===== config.mk =====
export PLATFORM = sky130hd
export DESIGN_NAME = i2s_codec_intf
export DESIGN_NICKNAME = d
export VERILOG_FILES = /design/src/rtl/i2s_codec_intf.sv
export SDC_FILE = /design/constraint.sdc
export NUM_CORES = 1
export LEC_CHECK = 0
export CAP_MARGIN = 10
export CELL_PAD_IN_SITES_DETAIL_PLACEMENT = 1
export CELL_PAD_IN_SITES_GLOBAL_PLACEMENT = 2
export CORE_MARGIN = 3
export CORE_UTILIZATION = 31
export CTS_BUF_LIST = sky130_fd_sc_hd__clkbuf_8
export DETAILED_ROUTE_END_ITERATION = 12
export PLACE_DENSITY_LB_ADDON = 0.1
export RECOVER_POWER = 100
export SLEW_MARGIN = 20
export SYNTH_ARGS = -nofsm -noshare
export SYNTH_HDL_FRONTEND = slang
export SYNTH_SLANG_ARGS = --single-unit

===== constraint.sdc =====
create_clock -name clk -period 2.3 [get_ports clk]
set_input_delay 0.46 -clock clk [delete_from_list [all_inputs] [get_ports clk]]
set_output_delay 0.46 -clock clk [all_outputs]
set_load 0.05 [all_outputs]

===== src/rtl/i2s_codec_intf.sv =====
// I2S serial port to the CS4272: clock generation, codec reset, stereo RX deserializer and TX serializer.
// Define I2S_LOOPBACK_EN to transmit the received pair instead of lft_out/rht_out.
module i2s_codec_intf #(
  parameter int unsigned DATA_W = 16
) (
  input  logic              clk,
  input  logic              RST_n,
  output logic              MCLK,
  output logic              SCLK,
  output logic              LRCLK,
  output logic              RSTn,
  input  logic              SDout,
  output logic              SDin,
  output logic [DATA_W-1:0] lft_in,
  output logic [DATA_W-1:0] rht_in,
  output logic              vld,
  input  logic [DATA_W-1:0] lft_out,
  input  logic [DATA_W-1:0] rht_out
);

  localparam logic [4:0] LastIdx = 5'(DATA_W);

  logic [9:0]        cnt_q;
  logic              rstn_q;
  logic              vld_q;
  logic              sdin_q;
  logic [DATA_W-2:0] rx_sh_q;
  logic [DATA_W-1:0] lft_hold_q;
  logic [DATA_W-1:0] lft_q;
  logic [DATA_W-1:0] rht_q;
  logic [DATA_W-1:0] tx_l_q;
  logic [DATA_W-1:0] tx_r_q;

  logic [4:0]        idx;
  logic [5:0]        nxt_slot;
  logic [4:0]        nxt_idx;
  logic              rx_bit;
  logic              rx_last;
  logic [DATA_W-1:0] rx_word;
  logic [DATA_W-1:0] tx_buf;
  logic [DATA_W-1:0] tx_mask;
  logic              tx_bit;

  assign idx      = cnt_q[8:4];
  // Slot/bit position that the SCLK-falling update is about to enter.
  assign nxt_slot = cnt_q[9:4] + 6'd1;
  assign nxt_idx  = nxt_slot[4:0];
  assign rx_bit   = (cnt_q[3:0] == 4'b0111) && (idx >= 5'd1) && (idx <= LastIdx);
  assign rx_last  = rx_bit && (idx == LastIdx);
  assign rx_word  = {rx_sh_q, SDout};

  always_comb begin
    tx_buf  = nxt_slot[5] ? tx_r_q : tx_l_q;
    tx_mask = '0;
    tx_bit  = 1'b0;
    if ((nxt_idx != 5'd0) && (nxt_idx <= LastIdx)) begin
      tx_mask = {{(DATA_W-1){1'b0}}, 1'b1} << (LastIdx - nxt_idx);
      tx_bit  = |(tx_buf & tx_mask);
    end
  end

  always_ff @(posedge clk) begin
    if (!RST_n) begin
      cnt_q      <= '0;
      rstn_q     <= 1'b0;
      vld_q      <= 1'b0;
      sdin_q     <= 1'b0;
      rx_sh_q    <= '0;
      lft_hold_q <= '0;
      lft_q      <= '0;
      rht_q      <= '0;
      tx_l_q     <= '0;
      tx_r_q     <= '0;
    end else begin
      cnt_q <= cnt_q + 10'd1;
      if (cnt_q == 10'h3FF) begin
        rstn_q <= 1'b1;
`ifdef I2S_LOOPBACK_EN
        tx_l_q <= lft_q;
        tx_r_q <= rht_q;
`else
        tx_l_q <= lft_out;
        tx_r_q <= rht_out;
`endif
      end
      if (rx_bit) begin
        rx_sh_q <= rx_word[DATA_W-2:0];
      end
      if (rx_last && !cnt_q[9]) begin
        lft_hold_q <= rx_word;
      end
      // rstn_q only rises at a frame boundary, so it doubles as the "whole frame seen" flag.
      vld_q <= rx_last && cnt_q[9] && rstn_q;
      if (rx_last && cnt_q[9] && rstn_q) begin
        lft_q <= lft_hold_q;
        rht_q <= rx_word;
      end
      if (cnt_q[3:0] == 4'b1111) begin
        sdin_q <= tx_bit;
      end
    end
  end

  assign MCLK   = cnt_q[1];
  assign SCLK   = cnt_q[3];
  assign LRCLK  = cnt_q[9];
  assign RSTn   = rstn_q;
  assign SDin   = sdin_q;
  assign vld    = vld_q;
  assign lft_in = lft_q;
  assign rht_in = rht_q;

endmodule

==> results.cfg, run 1 <==
[timing]
period_share = 0.987
setup_violations = 0
min_period_ps = 2270
finClkSkew_ps = 12.6
slew_headroom = 0.635
worst_pin_slew_ps = 546
final.setup.tns_ps = 0
finalMaxSlewViolations = 0
hold_violations = 0
rsz0062_at_grt = true
max_freq_mhz = 440

[floorplanning]
dieWidth_um = 128
rows = 44
floorplan.initialDensity = 0.317
die_y_um = 128
core_um2 = 14600
dieArea_um2 = 16400
ios = 73

[routing]
drt-initial-drc-count = 163
dr.pass1.iters = 4
wl_um = 11900
final_antenna_net_count = 0
via_per_inst = 4.79
vias = 3653
drc = 0
avgRoutedWirePerCell_um = 15.6

[synthesis]
ys.flop_type = dfxtp_1
synth_common_cells = nand2_1 (136), dfxtp_1 (108), a21boi_0 (44)
synth_top_area_frac = 0.468
synth_top_area_cell = dfxtp_1
syn_avg_cell_area_um2 = 9.19
syn_area_um2 = 4620
synth-seq-area-share = 0.468
async_reset_ff_frac = 0
syn_nets = 546
synth-seq-cells = 108
netlist_instances = 503
synthTopCellsByArea = dfxtp_1 (47%), nand2_1 (11%), a21boi_0 (7.1%)
yosys_warnings = 0
synth_most_common_cell = nand2_1
yosys.cell_types.count = 49
synth_edf_count = 0

[cts]
cts_max_path_buffers = 2
ctsHoldBuffers = 0
htreeDepth = 3
cts_root_buf = clkbuf_8
cts_buffers = 9
tritoncts = built
clkTransAtPathRegs_ps = 110
insertion_delay_ps = 390
cts.sinks = 108

[final_layout]
final_cells = 762
antenna_cells = 0
final_cell_area_um2 = 5880
multiInputGateArea_um2 = 2330
seqCellArea_um2 = 2170
nets = 616
drive_above_1_share = 0.109
area_growth_pct = 27.1
nFillCells = 1664

[critical_path]
ff2ff_setup_slack_ps = 30
cp-start-kind = flop
slowest_stage = dfxtp_4
r2r_start = cnt_q[5]
crit_path_end_kind = flop
crit_path_cell_trace = inv_1, ha_1, and4bb_1, o21ba_1, a211oi_2, mux2_4, o41ai_2
r2r_cells = 7
timing.critical_path.from = cnt_q[5]
worstPathMaxFanout = 7
crit_family = compound AO/OA/AOI/OAI gates
r2r_end = SDin
arrival_ps = 2570
crit_buf_inv = 1
slowest_delay_ps = 410
worstPathRequired_ps = 2590
crit_type = reg2reg
worst-path-stages = 7
crit_end = SDin

[status]
status = finished, final reports clean

[power]
leakagePower_nw = 2.07
powerDensity_nw_per_um2 = 530
peakVddDrop_mv = 0.395

[placement]
port-buffer-count = 72
place_inst = 743
dpl.hpwl_um = 8340
placed_area_um2 = 5600
gp_congestion = 0.798

[min_path]
hold_path_class = reg2reg

[job]
maxCapViolations = 0

[global_route]
grt.total_usage = 0.153
grt_pass1_wl_um = 20100
grt_max_degree = 42
grt_pass1_vias = 3949
antenna_found_initial = 0
overflow = 0
[how the worst min path moves through the flow]
stage             startpoint        end  slack, ps  depth (start not counted)
5_1_grt            rht_in[6]  rht_in[6]        490                          2
3_5_place_dp   lft_hold_q[4]  lft_in[4]        450                          2
3_3_place_gp        cnt_q[0]   cnt_q[0]        440                          1
6_report       lft_hold_q[4]  lft_in[4]        460                          2
4_1_cts        lft_hold_q[4]  lft_in[4]        470                          2
2_1_floorplan       cnt_q[0]   cnt_q[0]        420                          1
[repair_timing]
action,in CTS,in global routing
setup endpoints to repair,1,1
cloned,0,0
gates resized for setup,7,5
pin swaps,6,4
setup buffers,2,1
[cell families after synthesis]
| logic type | Yosys count | share of synthesized area |
|---|---|---|
| AOI/OAI and AO/OA | 97 | 0.164 |
| xor gates and xnor gates | 9 | 0.0170 |
| adders and majority gates | 8 | 0.0216 |
| buffers and inverters | 40 | 0.0436 |
| DFF | 108 | 0.468 |
| muxes | 35 | 0.0766 |
| and+or+nand+nor | 206 | 0.209 |
[registers in the layout, indices dropped and copies added, names as in the netlist]
name,cells
lft_hold_q,16
lft_in,16
rht_in,16
tx_l_q,16
tx_r_q,16
rx_sh_q,15
cnt_q,10
RSTn,1
SDin,1
vld,1
[through the flow]
step	power [W]	setup WS, ps	hold slack [ps]	utilization
after floorplan	0.00197	16.7	418	-
after global placement	0.00205	23.3	439	0.384
after detailed placement	0.00205	-76.1	448	0.384
after CTS	0.00318	37.9	466	0.400
after global routing	0.00327	-92.3	494	0.403
final	0.00312	29.1	456	0.403
[routing by layer]
layer,part of all wire,vias to the layer above,track usage
met1,0.44,1763,0.180
met5,0,-,0
met3,0.050,9,0.0504
met2,0.50,59,0.268
li1,-,1822,-
met4,0.013,0,0.0406
[tightest hold or removal path: stages (launching register included)]
cell and delay [ps]:
dfxtp_1 330, nand2_1 50, a21boi_1 50
[placed cells by master, fill, tap and decap left out, types with 4 or more instances in the layout]
cell type        synthesis  routed
buf_12                   0       5
a221oi_1                 6       5
a21boi_0                44      44
clkbuf_8                 0       9
buf_4                    6      19
nor2b_1                 32      32
ha_1                     8       5
xnor2_1                  6       5
and2_1                   9       7
o21ai_0                  4       4
clkdlybuf4s50_1          0      70
a21boi_1                21      21
inv_1                    4       5
mux2i_1                 32      32
nand3_1                  5       5
nand2_1                136     136
dfxtp_1                108     106
[power by group]
group	switching, W	internal, W	total (W)	leakage [nW]
clock	0.000700	0.000412	0.00111	0.0939
combinational	0.0000446	0.0000841	0.000129	1.10
sequential	0.00000401	0.00187	0.00187	0.872
total	0.000749	0.00237	0.00312	2.07
[layout make-up]
class | count | share of cell area
inverter | 4 | 0.00255
sequential | 108 | 0.369
tap | 184 | 0.0392
multi-input combinational | 355 | 0.397
clock inverter | 7 | 0.00979
clock buffer | 9 | 0.0211
timing repair buffer | 95 | 0.161
Power figures use the tool's default switching activity.
==> run 2, diff against run 1 <==
--- a/config.mk
+++ b/config.mk
@@ -12,8 +12,10 @@
 export CORE_UTILIZATION = 31
 export CTS_BUF_LIST = sky130_fd_sc_hd__clkbuf_8
 export DETAILED_ROUTE_END_ITERATION = 12
+export GPL_ROUTABILITY_DRIVEN = 1
 export PLACE_DENSITY_LB_ADDON = 0.1
 export RECOVER_POWER = 100
+export REMOVE_ABC_BUFFERS = 1
 export SLEW_MARGIN = 20
 export SYNTH_ARGS = -nofsm -noshare
 export SYNTH_HDL_FRONTEND = slang
==> run 2 against run 1 <==
  * Die area unchanged
  * Sequential power is essentially flat
  * Non-clock buffer count rose by 1
  * Sequential share of layout area is 0.30 points lower
  * Critical path type unchanged
  * Critical endpoint unchanged
==> results.cfg, run 2 (synthesis gave the netlist of run 1 again) <==
[status]
status = finished, final reports clean

[floorplanning]
rows = 44
ios = 73
dieWidth_um = 128
floorplan.initialDensity = 0.317
dieArea_um2 = 16400
core_um2 = 14600
die_y_um = 128

[power]
peakVddDrop_mv = 0.264
power_w = 0.00325
powerDensity_nw_per_um2 = 550
leakagePower_nw = 2.20

[cts]
htreeDepth = 3
cts.sinks = 108
insertion_delay_ps = 380
cts_buffers = 9
cts_max_path_buffers = 2
cts_root_buf = clkbuf_8
ctsHoldBuffers = 0
clkTransAtPathRegs_ps = 110
tritoncts = built

[final_layout]
nets = 617
final_common_cell = nand2_1
antenna_cells = 0
area_growth_pct = 27.8
mostFrequentLayoutCells = nand2_1 (137), dfxtp_1 (106), a21boi_0 (50), clkdlybuf4s50_1 (36), dlygate4sd3_1 (35)
final_cells = 763
drive_above_1_share = 0.111

[routing]
dr.pass1.iters = 4
wl_um = 11300
via_per_inst = 4.74
drt-initial-drc-count = 139
avgRoutedWirePerCell_um = 14.9
drc = 0
vias = 3620
final_antenna_net_count = 0

[global_route]
antenna_found_initial = 0
grt.total_usage = 0.141
grt_max_degree = 110
grt_pass1_vias = 3719
overflow = 0
grt_pass1_wl_um = 18600

[timing]
min_period_ps = 2210
period_share = 0.959
finalMaxSlewViolations = 0
setup_violations = 0
worst_pin_slew_ps = 517
fin_hold_ws_ps = 461
finClkSkew_ps = 17.3
hold_violations = 0
slew_headroom = 0.654
max_freq_mhz = 453

[min_path]
holdPathEnd = rht_in[5]
min_from = rht_in[5]
hold_path_class = reg2reg
whs_path_depth = 2

[critical_path]
crit_type = reg2reg
cp-start-kind = flop
r2r_start = cnt_q[4]
crit_path_end_kind = flop
arrival_ps = 2490
r2r_cells = 8
worstPathRequired_ps = 2580
ff2ff_setup_slack_ps = 90
r2r_end = SDin
worstPathMaxFanout = 6

[placement]
dpl.hpwl_um = 7430
place_inst = 742
port-buffer-count = 72
gp_congestion = 0.780

[job]
maxCapViolations = 0
[run 2: cell count changes in the layout (fill, tap and decap cells not counted), moves of 3 or more]
| cell | delta |
|---|---|
| inv_1 | -3 |
| a21boi_1 | -6 |
| dlygate4sd3_1 | +35 |
| and2_0 | +4 |
| a21boi_0 | +6 |
| and2_1 | -4 |
| clkdlybuf4s50_1 | -34 |
| buf_4 | -4 |
[run 2: per-stage QoR]
step	TNS, ps	area (um^2)	setup WS, ps	utilization
4_1_cts	0	5860	8.46	0.402
5_1_grt	-17.3	5910	-17.3	0.405
3_5_place_dp	-121	5600	-121	0.384
2_1_floorplan	-16890	4440	-365	-
3_3_place_gp	0	5600	20.7	0.384
6_report	0	5910	93.6	0.405
[run 2: layout make-up]
class                      count  area (um^2)
clock buffer                  11          151
timing repair buffer          96          963
tap                          184          230
clock inverter                 5         65.1
multi-input combinational    355         2320
fill                        1674         8680
sequential                   108         2160
inverter                       4         15.0
[run 2: what timing repair did]
item,4_1_cts,5_1_grt
pin swaps,3,8
endpoints found under the hold margin,0,0
gates resized for setup,6,13
setup endpoints to repair,1,3
setup buffers,1,4
[run 2: critical path: stages, from the launching register on]
cell	delay (ps)
dfxtp_2	380
buf_6	130
inv_2	50
ha_4	250
and4bb_1	190
o21ba_1	180
a211oi_2	260
mux2_4	330
o41ai_2	320
[run 2: worst max path at each step]
| stage | startpoint | to | slack, ps | cells past startpoint |
|---|---|---|---|---|
| final | cnt_q[4] | SDin | 90 | 8 |
| after global routing | cnt_q[4] | SDin | -20 | 8 |
| after global placement | cnt_q[4] | SDin | 20 | 8 |
| after floorplan | cnt_q[1] | lft_in[0] | -370 | 6 |
| after CTS | cnt_q[4] | SDin | 8 | 9 |
| after detailed placement | cnt_q[4] | SDin | -120 | 9 |
[run 2: layer usage]
| metal | GRT usage | routed length [um] | vias to the layer above |
|---|---|---|---|
| li1 | - | - | 1830 |
| met1 | 0.205 | 6010 | 1726 |
| met2 | 0.206 | 4850 | 52 |
| met3 | 0.0258 | 294 | 12 |
| met4 | 0.0562 | 193 | 0 |
| met5 | 0 | 0 | - |
[run 2: power breakdown]
group / total [W] / internal, W / switching, W
sequential: 0.00188 / 0.00187 / 0.00000396
combinational: 0.000124 / 0.0000803 / 0.0000441
clock: 0.00125 / 0.000575 / 0.000674
